==> src/rtl/led_pattern_gen.sv <==
// Multi-channel LED pattern generator: shared prescaler tick, per-channel off/on/blink/burst FSM.
// Latency: LED_OUT and TICK are registered and change one SYSCLK edge after the tick, mode change or SYNC that causes them.
// Backpressure: none; the control buses are sampled every cycle and the outputs are free-running.
//
// Ports:
//   SYSCLK, RESET_N          system clock, asynchronous active-low reset
//   SYNC                     one-cycle pulse; clears the prescaler and restarts every channel
//   MODE[2*NCH]              per channel: 0 off, 1 on, 2 blink, 3 burst
//   ON_T/OFF_T[TW*NCH]       on/off phase lengths in ticks (0 behaves as 1)
//   BURST_N[4*NCH]           pulses per burst (0 in burst mode behaves as off)
//   GAP_T[GW*NCH]            post-burst gap in ticks (0 behaves as 1)
//   LED_OUT[NCH]             LED drive, 1 = lit
//   TICK                     one-cycle pulse every DIV = CLK_FRQ/TICK_HZ cycles
module led_pattern_gen #(
  parameter int CLK_FRQ = 50000000,
  parameter int TICK_HZ = 1000,
  parameter int NCH     = 4,
  parameter int TW      = 12,
  parameter int GW      = 16
) (
  input  logic              SYSCLK,
  input  logic              RESET_N,
  input  logic              SYNC,
  input  logic [2*NCH-1:0]  MODE,
  input  logic [TW*NCH-1:0] ON_T,
  input  logic [TW*NCH-1:0] OFF_T,
  input  logic [4*NCH-1:0]  BURST_N,
  input  logic [GW*NCH-1:0] GAP_T,
  output logic [NCH-1:0]    LED_OUT,
  output logic              TICK
);

  localparam int DIV = CLK_FRQ / TICK_HZ;
  localparam int CW  = (DIV > 1) ? $clog2(DIV) : 1;
  // One phase counter serves ON/OFF and GAP lengths, so it spans the wider field.
  localparam int PW  = (TW > GW) ? TW : GW;

  localparam logic [CW-1:0] DIV_LAST = CW'(DIV - 1);

  // Channel FSM states.
  localparam logic [1:0] ST_IDLE   = 2'd0;
  localparam logic [1:0] ST_ON_PH  = 2'd1;
  localparam logic [1:0] ST_OFF_PH = 2'd2;
  localparam logic [1:0] ST_GAP    = 2'd3;

  // Mode encodings on the MODE bus.
  localparam logic [1:0] MODE_OFF   = 2'd0;
  localparam logic [1:0] MODE_ON    = 2'd1;
  localparam logic [1:0] MODE_BLINK = 2'd2;
  localparam logic [1:0] MODE_BURST = 2'd3;

  // A zero length would never reach the count-of-1 end condition, so it is
  // promoted to one tick at load time.
  function automatic logic [PW-1:0] len_tw(input logic [TW-1:0] v);
    return (v == '0) ? PW'(1) : PW'(v);
  endfunction

  function automatic logic [PW-1:0] len_gw(input logic [GW-1:0] v);
    return (v == '0) ? PW'(1) : PW'(v);
  endfunction

  // --------------------------------------------------------------------------
  // Shared prescaler
  // --------------------------------------------------------------------------
  logic [CW-1:0] pre_cnt_d, pre_cnt_q;
  logic          tick_d, tick_q;

  // tick_d marks the wrap cycle. Channels act on it directly so their phase
  // boundaries land on the same edge that raises TICK; SYNC suppresses it so
  // the first tick after SYNC is a full DIV cycles away.
  always_comb begin
    tick_d    = 1'b0;
    pre_cnt_d = pre_cnt_q + CW'(1);
    if (SYNC) begin
      pre_cnt_d = '0;
    end else if (pre_cnt_q == DIV_LAST) begin
      pre_cnt_d = '0;
      tick_d    = 1'b1;
    end
  end

  always_ff @(posedge SYSCLK or negedge RESET_N) begin
    if (!RESET_N) begin
      pre_cnt_q <= '0;
      tick_q    <= 1'b0;
    end else begin
      pre_cnt_q <= pre_cnt_d;
      tick_q    <= tick_d;
    end
  end

  assign TICK = tick_q;

  // --------------------------------------------------------------------------
  // Per-channel pattern FSMs
  // --------------------------------------------------------------------------
  for (genvar gi = 0; gi < NCH; gi++) begin : g_ch
    logic [1:0]    mode_i;
    logic [TW-1:0] on_t_i;
    logic [TW-1:0] off_t_i;
    logic [3:0]    burst_n_i;
    logic [GW-1:0] gap_t_i;
    logic          restart;

    logic [1:0]    state_d, state_q;
    logic [PW-1:0] phase_d, phase_q;
    logic [3:0]    pulse_d, pulse_q;
    logic [1:0]    mode_prev_d, mode_prev_q;
    logic          led_d, led_q;

    assign mode_i    = MODE[2*gi +: 2];
    assign on_t_i    = ON_T[TW*gi +: TW];
    assign off_t_i   = OFF_T[TW*gi +: TW];
    assign burst_n_i = BURST_N[4*gi +: 4];
    assign gap_t_i   = GAP_T[GW*gi +: GW];

    // A mode change (including the first edge after reset, since the
    // previous-mode register resets to off) or SYNC puts the channel in the
    // start state of its current mode, overriding any tick in the same cycle.
    assign restart = SYNC | (mode_i != mode_prev_q);

    always_comb begin
      state_d     = state_q;
      phase_d     = phase_q;
      pulse_d     = pulse_q;
      led_d       = led_q;
      mode_prev_d = mode_i;

      if (restart) begin
        case (mode_i)
          MODE_OFF: begin
            state_d = ST_IDLE;
            phase_d = '0;
            pulse_d = '0;
            led_d   = 1'b0;
          end
          MODE_ON: begin
            state_d = ST_IDLE;
            phase_d = '0;
            pulse_d = '0;
            led_d   = 1'b1;
          end
          MODE_BLINK: begin
            state_d = ST_ON_PH;
            phase_d = len_tw(on_t_i);
            pulse_d = '0;
            led_d   = 1'b1;
          end
          default: begin
            // Burst with zero pulses parks dark, exactly like mode 0.
            if (burst_n_i == '0) begin
              state_d = ST_IDLE;
              phase_d = '0;
              pulse_d = '0;
              led_d   = 1'b0;
            end else begin
              state_d = ST_ON_PH;
              phase_d = len_tw(on_t_i);
              pulse_d = burst_n_i;
              led_d   = 1'b1;
            end
          end
        endcase
      end else if (tick_d && (state_q != ST_IDLE)) begin
        if (phase_q != PW'(1)) begin
          phase_d = phase_q - PW'(1);
        end else begin
          // Phase ends on the tick that sees a count of 1.
          case (state_q)
            ST_ON_PH: begin
              state_d = ST_OFF_PH;
              phase_d = len_tw(off_t_i);
              led_d   = 1'b0;
            end
            ST_OFF_PH: begin
              if (mode_i == MODE_BURST) begin
                pulse_d = pulse_q - 4'd1;
                if (pulse_q == 4'd1) begin
                  // Last pulse of the burst done: go dark for the gap.
                  state_d = ST_GAP;
                  phase_d = len_gw(gap_t_i);
                  led_d   = 1'b0;
                end else begin
                  state_d = ST_ON_PH;
                  phase_d = len_tw(on_t_i);
                  led_d   = 1'b1;
                end
              end else begin
                state_d = ST_ON_PH;
                phase_d = len_tw(on_t_i);
                led_d   = 1'b1;
              end
            end
            ST_GAP: begin
              // BURST_N is re-read here, so a burst count cleared while in
              // the gap drops the channel to dark idle.
              if (burst_n_i == '0) begin
                state_d = ST_IDLE;
                phase_d = '0;
                pulse_d = '0;
                led_d   = 1'b0;
              end else begin
                state_d = ST_ON_PH;
                phase_d = len_tw(on_t_i);
                pulse_d = burst_n_i;
                led_d   = 1'b1;
              end
            end
            default: begin
              state_d = ST_IDLE;
            end
          endcase
        end
      end
    end

    always_ff @(posedge SYSCLK or negedge RESET_N) begin
      if (!RESET_N) begin
        state_q     <= ST_IDLE;
        phase_q     <= '0;
        pulse_q     <= '0;
        mode_prev_q <= MODE_OFF;
        led_q       <= 1'b0;
      end else begin
        state_q     <= state_d;
        phase_q     <= phase_d;
        pulse_q     <= pulse_d;
        mode_prev_q <= mode_prev_d;
        led_q       <= led_d;
      end
    end

    assign LED_OUT[gi] = led_q;
  end

endmodule
==> config.mk <==
export PLATFORM = sky130hd
export DESIGN_NAME = led_pattern_gen
export DESIGN_NICKNAME = d
export VERILOG_FILES = /design/src/rtl/led_pattern_gen.sv
export SDC_FILE = /design/constraint.sdc
export NUM_CORES = 1
export LEC_CHECK = 0
export ABC_AREA = 1
export ABC_CLOCK_PERIOD_IN_PS = 4100
export CAP_MARGIN = 20
export CORE_MARGIN = 5
export CORE_UTILIZATION = 30
export DETAILED_ROUTE_END_ITERATION = 8
export RECOVER_POWER = 25
export SYNTH_ARGS = -nofsm -noshare
export SYNTH_HDL_FRONTEND = slang
export SYNTH_SLANG_ARGS = --single-unit
export TNS_END_PERCENT = 1
==> constraint.sdc <==
create_clock -name SYSCLK -period 4.1 [get_ports SYSCLK]
set_input_delay 0.615 -clock SYSCLK [delete_from_list [all_inputs] [get_ports SYSCLK]]
set_output_delay 0.615 -clock SYSCLK [all_outputs]
set_load 0.01 [all_outputs]
### Word level (Yosys, flattened, before mapping)

Index checks and enable logic that the tools add are counted.

| storage, ports and cells | value |
|---|---|
| bits of input ports | 187 |
| bits in registers | 117 |
| word-level logic and storage cells | 292 |

| operators by class | value |
|---|---|
| reduce and logical (&&, ||, !) cells | 72 |
| bitwise operators | 4 |
| equal/unequal tests | 45 |
| multiplexer cells | 140 |
| add/subtract/negate cells | 9 |

Operators with widths:

| kind | number |
|---|---|
| 2-to-1 mux 16 bit | 26 |
| one-hot mux 16 bit (3 select lines) | 4 |
| 2-to-1 mux 12 bit | 12 |
| zero test 12 bit | 8 |
| 2-to-1 mux 4 bit | 24 |
| one-hot mux 12 bit (2 select lines) | 4 |
| zero test 16 bit | 4 |
| != test 16 x 1 -> 1 bit, second input constant | 4 |
| subtractor 16 x 1 -> 16 bit, second input constant | 4 |
| 2-to-1 mux 2 bit | 20 |
| equality test 2 bit, second input constant | 16 |
| one-hot mux 4 bit (2 select lines) | 4 |
| 2-to-1 mux 1 bit | 30 |
| one-hot mux 2 bit (3 select lines) | 4 |
| nonzero test 5 bit | 4 |
| adder 16 x 1 -> 16 bit, second input constant | 1 |
| equality test 16 bit, second input constant | 1 |
| equality test 2 x 1 -> 1 bit, second input constant | 8 |
| equality test 4 x 1 -> 1 bit, second input constant | 4 |
| zero test 4 bit | 4 |
| one-hot mux 1 bit (2 select lines) | 8 |
| AND reduction 2 bit | 8 |
| AND reduction 4 bit | 4 |
| nonzero test 2 bit | 8 |
| other kinds (13) | 56 |

### Depth between registers and ports, before layout

Gate-level depths: netlist of run 1.

| depth | value |
|---|---|
| depth after elaboration | 8 |
| mapped depth | 14 |
| mapped depth without buffers | 13 |

### Least setup slack after synthesis of run 1

Ideal clock, no wire load.

| timing path | value |
|---|---|
| path kind | input port to flip-flop |
| start | in MODE[0] |
| end | reg g_ch[0].phase_q[11] |
| path buffers | 2 |
| arrival time | 1.682 ns |
| slack | 2.302 ns |
| stages on the path | 9 |
| path through | ha_1 > clkbuf_1 > mux2i_1 > nor2_2 > buf_4 > nand2_1 > nand3_1 > nor2_1 > nor2_1 |

| between the ends | value |
|---|---|
| longest elaborated chain between the ends | 6 |
| elaborated cells between the ends (all ways) | 16 |
| those cells by class | eq/ne (4); mux (6); bitwise (1); reduce/logical (5) |

Ends and longest elaborated chain:

| what | line | source |
|---|---|---|
| start: declaration | 24 | `input logic [2*NCH-1:0] MODE,` |
| equality test 2 bit | 176 | `if (mode_i == MODE_BURST) begin` |
| 2-to-1 mux 16 bit | 176 |  |
| one-hot mux 16 bit (3 select lines) | 169 | `case (state_q)` |
| 2-to-1 mux 16 bit | 165 | `if (phase_q != PW'(1)) begin` |
| 2-to-1 mux 16 bit | 164 | `end else if (tick_d && (state_q != ST_IDLE)) begin` |
| 2-to-1 mux 16 bit | 129 | `if (restart) begin` |
| end signal: assignment | 226 | `phase_q <= phase_d;` |
| end: declaration | 106 | `logic [PW-1:0] phase_d, phase_q;` |

Parallel ways exist; a longest one is shown, timed or not. The select of a mux whose other input is x is not followed.
A chain may end at the register's enable or synchronous reset.

### Final worst setup path of run 1

| timing path | value |
|---|---|
| start | in SYNC |
| end | reg g_ch[3].phase_q[5] |

| between the ends | value |
|---|---|
| longest elaborated chain between the ends | 4 |
| elaborated cells between the ends (all ways) | 7 |
| those cells by class | mux (2); bitwise (1); reduce/logical (4) |

Ends and longest elaborated chain:

| what | line | source |
|---|---|---|
| start: declaration | 23 | `input logic SYNC,` |
| 2-to-1 mux 1 bit | 74 | `if (SYNC) begin` |
| logical AND 1 bit | 164 |  |
| nonzero test 2 bit (no line) | n/a |  |
| AND reduction 2 bit (no line) | n/a |  |
| end signal: assignment | 226 |  |
| end: declaration | 106 |  |

Parallel ways exist; a longest one is shown, timed or not.

==> results.py, run 1 <==
metrics = {
    "drt": {
        "drc": 0,
        "drt_pass1_iterations": 5,
        "routed_via_density": 4.844,
        "wl_mm": 39.97,
        "drt_first_iter_violations": 944,
        "wl_per_cell_um": 15.15,
        "antenna_left": 0,
        "num_vias": 12780,
    },
    "sta": {
        "final_max_slew_viol_count": 64,
        "period_share_pct": 65.41,
        "rsz0062_at_grt": "false",
        "hold_viol_final": 0,
        "fin_hold_ws_ns": 0.4736,
        "min_period_ns": 2.682,
        "tns_ns": 0,
        "slew_headroom_pct": -22.20,
        "fmax_mhz": 372.9,
        "setup-violations-final": 0,
        "fin_skew_ns": 0.01413,
        "tightest_slew_ns": 1.833,
    },
    "power": {
        "pwr_density_cell_nw_per_um2": 291.5,
        "p_leak_nw": 6.957,
        "irDropWorstVdd_v": 0.0002857,
        "power_mw": 4.189,
    },
    "synthesis": {
        "synth_top_family_by_area": "simple AND/OR/NAND/NOR gates",
        "yosys.area.top_type": "dfrtp_1",
        "yosys_warnings": 0,
        "synth.cell_area_um2": 11510,
        "synthAdderAreaFrac_pct": 4.893,
        "synth-seq-cells": 117,
        "syn_avg_cell_area_um2": 5.916,
        "syn-instance-count": 1945,
        "synth-compound-area-share_pct": 9.699,
        "netlist.area_leader.share_pct": 25.44,
        "synth_mux_area_share_pct": 0.08698,
        "ys_types": 49,
        "synth-xor-area-share_pct": 1.446,
        "synth_area_leaders": "dfrtp_1 (25%), nand2_1 (22%), nor2_1 (11%)",
        "synth_nets": 2177,
        "synth-simple-area-share_pct": 49.14,
        "yosysSeqAreaShare_pct": 25.44,
    },
    "floorplan": {
        "die_area_um2": 42370,
        "die_height_um": 205.9,
        "ioPinCount": 192,
        "rows": 71,
        "die_width_um": 205.9,
        "start_util_pct": 30.48,
        "coreArea_um2": 37760,
    },
    "setup_path": {
        "end_kind": "flop",
        "crit_top_cell": "nand2_1",
        "critPathMaxFanout": 19,
        "crit_chain": "clkdlybuf4s50_1 > inv_4 > nand3_2 > nor2_8 > nand2_1 > nand2_2 > inv_1 > nand2_1 > nand3_1",
        "cpPeakStageDelay_ns": 0.64,
        "path_class": "input pin to flop",
        "cpMaxStageDelayCell": "clkdlybuf4s50_1",
        "path_buf_inv": 3,
        "cp_data_required_time_ns": 4.41,
        "worst_ep_arrival_time_ns": 2.99,
        "critPathTopFamily": "simple AND/OR/NAND/NOR gates",
        "crit_path_start_kind": "input pin",
    },
    "placement": {
        "gp_congestion": 0.9372,
        "dp_hpwl_mm": 31.68,
        "dp.cells": 2605,
        "port_buffers": 191,
        "place_area_um2": 13800,
    },
    "final_layout": {
        "final_cell_count_no_fill": 2638,
        "drive_gt1_share_pct": 5.786,
        "nFillCells": 4055,
        "final_nets": 2345,
        "final_area_um2": 14370,
        "syn_to_final_growth_pct": 24.90,
    },
    "outcome": {
        "failed_checks": "max-capacitance violations, max-slew violations",
        "status": "finished, violations left",
    },
    "clocking": {
        "post_cts_resize_count": 0,
        "cts.sinks": 117,
        "cts_hold_buf": 0,
        "cts_max_path_buffers": 2,
        "cts.clk_slew.worst_paths_ns": 0.06,
        "clock_latency_ns": 0.43,
        "numCtsBuffers": 17,
        "post_cts_buffers": 0,
        "cts_tree": "built",
        "cts_root_buffer": "clkbuf_16",
        "htree_levels": 4,
    },
    "flow_run": {
        "drv_cap": 1,
    },
    "global_routing": {
        "overflow": 0,
        "grt_max_degree": 65,
        "grt_pass1_wl_mm": 63.63,
        "grt_pass1_vias": 12150,
        "grt_antenna_before_repair": 6,
        "grt_util_all_layers_pct": 18.55,
    },
    "worst_hold_path": {
        "holdCritPathClass": "flop to flop",
    },
}
-- layout make-up --
type | count | area [um^2] | share of cell area (%)
inverter | 206 | 780.7 | 5.432
multi-input combinational | 1577 | 7510 | 52.25
antenna | 1 | 2.502 | 0.01741
clock buffer | 18 | 439.2 | 3.056
timing repair buffer | 194 | 1942 | 13.51
tap | 511 | 639.4 | 4.449
sequential | 117 | 2928 | 20.37
clock inverter | 14 | 131.4 | 0.9141
-- routing by layer --
layer  global-route usage (%)  routed length, um
met5                        0                 68
met4                    4.016                609
met3                    4.237               2713
met2                    29.26              17710
met1                    26.04              18870
-- cells in the mapped netlist, drive strengths merged --
cell type	count
nand2	680
clkbuf	5
or2	13
o211ai	4
nand4	15
a21boi	19
a21oi	57
inv	206
nand3b	9
mux2i	1
nand3	205
o2111ai	1
nor4	3
o31ai	2
dfrtp	117
a22oi	2
o21ai	107
nor3b	2
buf	40
o21bai	4
o21a	1
xor2	15
o2bb2ai	1
ha	45
nor3	18
a31oi	3
and2	1
nor2	365
xnor2	4
-- placed cells by master (no fill, tap or decap), types with 7 or more instances in the layout --
cell             synthesis  layout
clkbuf_16                0      17
nand3b_1                 8       8
a21oi_1                 55      55
nor2_1                 335     335
a21boi_0                15      15
nand3_2                 12      12
nor3_1                  18      18
nor2_4                   8       8
nand2_2                  7       7
xor2_1                  15      15
clkdlybuf4s50_1          0     182
dfrtp_1                117     117
nand3_1                192     192
inv_1                  195     195
or2_2                   12      12
dlygate4sd3_1            0       8
o21ai_0                 93      93
o21ai_1                 13      13
ha_1                    45      45
nor2_2                  20      20
nand2_1                667     667
inv_2                    8       8
nand4_1                 11      11
-- cell families (layout without fill, tap and decap cells) --
group	count (synthesis)	count (layout)
other cells	0	1
fa+ha+maj	45	45
flops	117	117
simple gates	1311	1311
compound gates	201	201
buf+inv	251	432
mux	1	1
xor+xnor	19	19
-- through the flow --
stage | setup WS [ns] | util, %
after floorplan | 2.302 | -
after global placement | 1.043 | 36.56
after detailed placement | 0.9710 | 36.56
after CTS | 1.427 | 38.07
after global routing | 1.212 | 38.06
final | 1.418 | 38.07
-- flip-flops by register name, indices dropped and copies added, names as in the netlist --
register	count
g_ch.pulse_q	16
TICK	1
g_ch.state_q	8
pre_cnt_q	16
g_ch.phase_q	64
g_ch.mode_prev_q	8
g_ch.led_q	4
-- final timing paths --
kind | startpoint | end | slack, ns | cells after the start
min in group asynchronous | RESET_N | g_ch[2].led_q$_DFFE_PN0P_ | 0.68 | 1
min reg2reg | pre_cnt_q[0]$_DFF_PN0_ | pre_cnt_q[0]$_DFF_PN0_ | 0.47 | 1
max reg2reg | g_ch[2].state_q[0]$_DFFE_PN0P_ | g_ch[2].phase_q[4]$_DFFE_PN0P_ | 1.70 | 9
max in group asynchronous | RESET_N | g_ch[3].mode_prev_q[1]$_DFF_PN0_ | 2.31 | 2
min | pre_cnt_q[0]$_DFF_PN0_ | pre_cnt_q[0]$_DFF_PN0_ | 0.47 | 1
max | SYNC | g_ch[3].phase_q[5]$_DFFE_PN0P_ | 1.42 | 9
-- where the power goes --
part           leakage [nW]  total [mW]  internal (mW)  switching (mW)
registers              1.54        1.38           1.26           0.126
clock network         0.268        1.46          0.853           0.609
logic                  5.15        1.35          0.536           0.811
total                  6.96        4.19           2.64            1.55
Note: power is estimated with default switching activity, not from simulation.
==> run 2: changes to the inputs <==
- ABC_CLOCK_PERIOD_IN_PS: 4100 -> 2300
- clock period: 4.1 -> 2.3 ns (I/O delays scaled with it)
==> results.py, run 2 (synthesis results as in run 1) <==
metrics = {
    "sta": {
        "setup_slack_ns": 0.1851,
        "final_max_slew_viol_count": 0,
        "tightest_slew_ns": 0.9598,
        "setup-violations-final": 0,
        "rsz0062_at_grt": "false",
        "slew_headroom_pct": 36.01,
        "fmax_mhz": 472.8,
        "tns_ns": 0,
        "fin_skew_ns": 0.01045,
        "period_share_pct": 91.95,
        "fin_hold_ws_ns": 0.4606,
        "hold_viol_final": 0,
        "min_period_ns": 2.115,
    },
    "setup_path": {
        "critPathTopFamily": "simple AND/OR/NAND/NOR gates",
        "worst_ep_arrival_time_ns": 2.43,
        "worst-r2r-setup-slack_ns": 0.19,
        "critPathMaxFanout": 8,
        "cpMaxStageDelayCell": "dfrtp_1",
        "crit_path_start_kind": "flop",
        "end_kind": "flop",
        "crit_chain": "inv_1 > ha_1 > inv_1 > nor2_1 > nand3_1 > nor2_1 > nand4_2 > nand3_1 > inv_2 > nand2_1 > nand3_1",
        "r2r_cells": 11,
        "reg2reg_to": "g_ch[2].phase_q[5]$_DFFE_PN0P_",
        "path_class": "flop to flop",
        "cp_data_required_time_ns": 2.62,
        "cp.depth": 11,
        "path_buf_inv": 3,
        "crit_top_cell": "nand3_1",
        "cpPeakStageDelay_ns": 0.42,
        "rr_startpoint": "g_ch[2].phase_q[1]$_DFFE_PN0P_",
    },
    "floorplan": {
        "die_height_um": 205.9,
        "rows": 71,
        "die_area_um2": 42370,
        "die_width_um": 205.9,
        "ioPinCount": 192,
        "start_util_pct": 30.48,
        "coreArea_um2": 37760,
    },
    "placement": {
        "port_buffers": 191,
        "dpl_worst_slack_ns": -0.1257,
        "dp_hpwl_mm": 32.34,
        "gp_congestion": 0.9499,
    },
    "drt": {
        "num_vias": 13000,
        "wl_per_cell_um": 15.09,
        "wl_mm": 40.63,
        "top_layer": "met5",
        "antenna_left": 0,
        "drt_pass1_iterations": 5,
        "routed_via_density": 4.827,
        "drt_first_iter_violations": 1030,
        "wl_met1_mm": 19.04,
        "met2_length_mm": 18.26,
        "wl_met3_mm": 2.741,
        "drc": 0,
    },
    "worst_hold_path": {
        "holdCritPathClass": "flop to flop",
        "min-delay-start": "pre_cnt_q[0]$_DFF_PN0_",
        "hold_end": "pre_cnt_q[0]$_DFF_PN0_",
        "whs_path_depth": 1,
    },
    "final_layout": {
        "regMostFlops": "g_ch.phase_q",
        "ff_latch_area_um2": 2928,
        "syn_to_final_growth_pct": 29.09,
        "final_core_util_pct": 39.34,
        "multi_input_area_um2": 7512,
        "top_regs": "g_ch.phase_q (64), g_ch.pulse_q (16), pre_cnt_q (16)",
        "nFillCells": 4069,
        "final_common_cell": "nand2_1",
        "layout_common_cells": "nand2_1 (666), nor2_1 (335), inv_1 (195)",
        "drive_gt1_share_pct": 8.116,
        "final_nets": 2401,
        "largest_register_ffs": 64,
    },
    "global_routing": {
        "overflow": 0,
        "grt_max_degree": 53,
        "grt_antenna_before_repair": 6,
        "grt_pass1_wl_mm": 64.92,
        "grt_pass1_vias": 12500,
        "grt_util_all_layers_pct": 19.03,
    },
    "power": {
        "irDropWorstVdd_v": 0.0005453,
        "p_leak_nw": 7.245,
        "pwr_density_cell_nw_per_um2": 524.0,
    },
    "clocking": {
        "numCtsBuffers": 17,
        "cts.clk_slew.worst_paths_ns": 0.06,
        "cts_max_path_buffers": 2,
        "clock_latency_ns": 0.44,
        "post_cts_buffers": 0,
        "cts_tree": "built",
        "htree_levels": 4,
        "cts_root_buffer": "clkbuf_16",
        "cts.sinks": 117,
    },
    "outcome": {
        "status": "completed",
    },
    "flow_run": {
        "drv_cap": 0,
    },
}
[run 2: changes by cell type in the layout (fill, tap and decap cells not counted), sizes merged]
cell	before	now
buf	3	56
bufinv	1	3
clkbuf	19	22
clkinv	8	4
clkinvlp	4	5
dlygate4sd3	8	9
inv	207	206
[run 2: how the worst max path moves through the flow]
stage                                   startpoint                         endpoint  slack (ns)
finish              g_ch[2].phase_q[1]$_DFFE_PN0P_   g_ch[2].phase_q[5]$_DFFE_PN0P_        0.19
floorplan           g_ch[0].state_q[0]$_DFFE_PN0P_   g_ch[0].phase_q[2]$_DFFE_PN0P_        0.58
detailed placement                            SYNC  g_ch[3].phase_q[11]$_DFFE_PN0P_       -0.13
global placement                              SYNC   g_ch[2].phase_q[0]$_DFFE_PN0P_       -0.08
CTS                 g_ch[2].phase_q[1]$_DFFE_PN0P_   g_ch[2].phase_q[5]$_DFFE_PN0P_        0.16
global route        g_ch[2].phase_q[1]$_DFFE_PN0P_   g_ch[2].phase_q[5]$_DFFE_PN0P_        0.03
[run 2: per-stage QoR]
| step | cell area [um^2] | total power [mW] | instances |
|---|---|---|---|
| floorplan | 11510 | 3.982 | 1945 |
| global placement | 14260 | 4.935 | 2660 |
| detailed placement | 14260 | 4.962 | 2660 |
| CTS | 14880 | 7.839 | 2692 |
| global route | 14850 | 8.285 | 2693 |
| finish | 14850 | 7.784 | 2693 |
[run 2: routing by layer]
layer / up-vias / track usage, %
li1: 6603 / -
met1: 5923 / 26.14
met2: 417 / 31.24
met3: 46 / 3.436
met4: 10 / 4.420
met5: - / 0
[run 2: repair_timing]
action | 4_1_cts | 5_1_grt
setup endpoints to repair | 0 | 1
hold buffers | 1 | 0
resized for setup | 0 | 1
endpoints found under the hold margin | 8 | 0
[run 2: area by class of cell]
cell class | instances | area share [%]
Multi-Input combinational cell | 1577 | 50.57
Sequential cell | 117 | 19.71
Timing Repair Buffer | 250 | 16.05
Inverter | 206 | 5.256
Tap cell | 511 | 4.304
Clock buffer | 19 | 3.049
Clock inverter | 12 | 1.044
Antenna cell | 1 | 0.01685
[run 2: power breakdown]
group | switching (mW) | internal, mW | leakage (nW)
Sequential | 0.223 | 2.24 | 1.54
Clock | 1.09 | 1.75 | 0.283
Combinational | 1.46 | 1.02 | 5.42
Total | 2.77 | 5.01 | 7.25
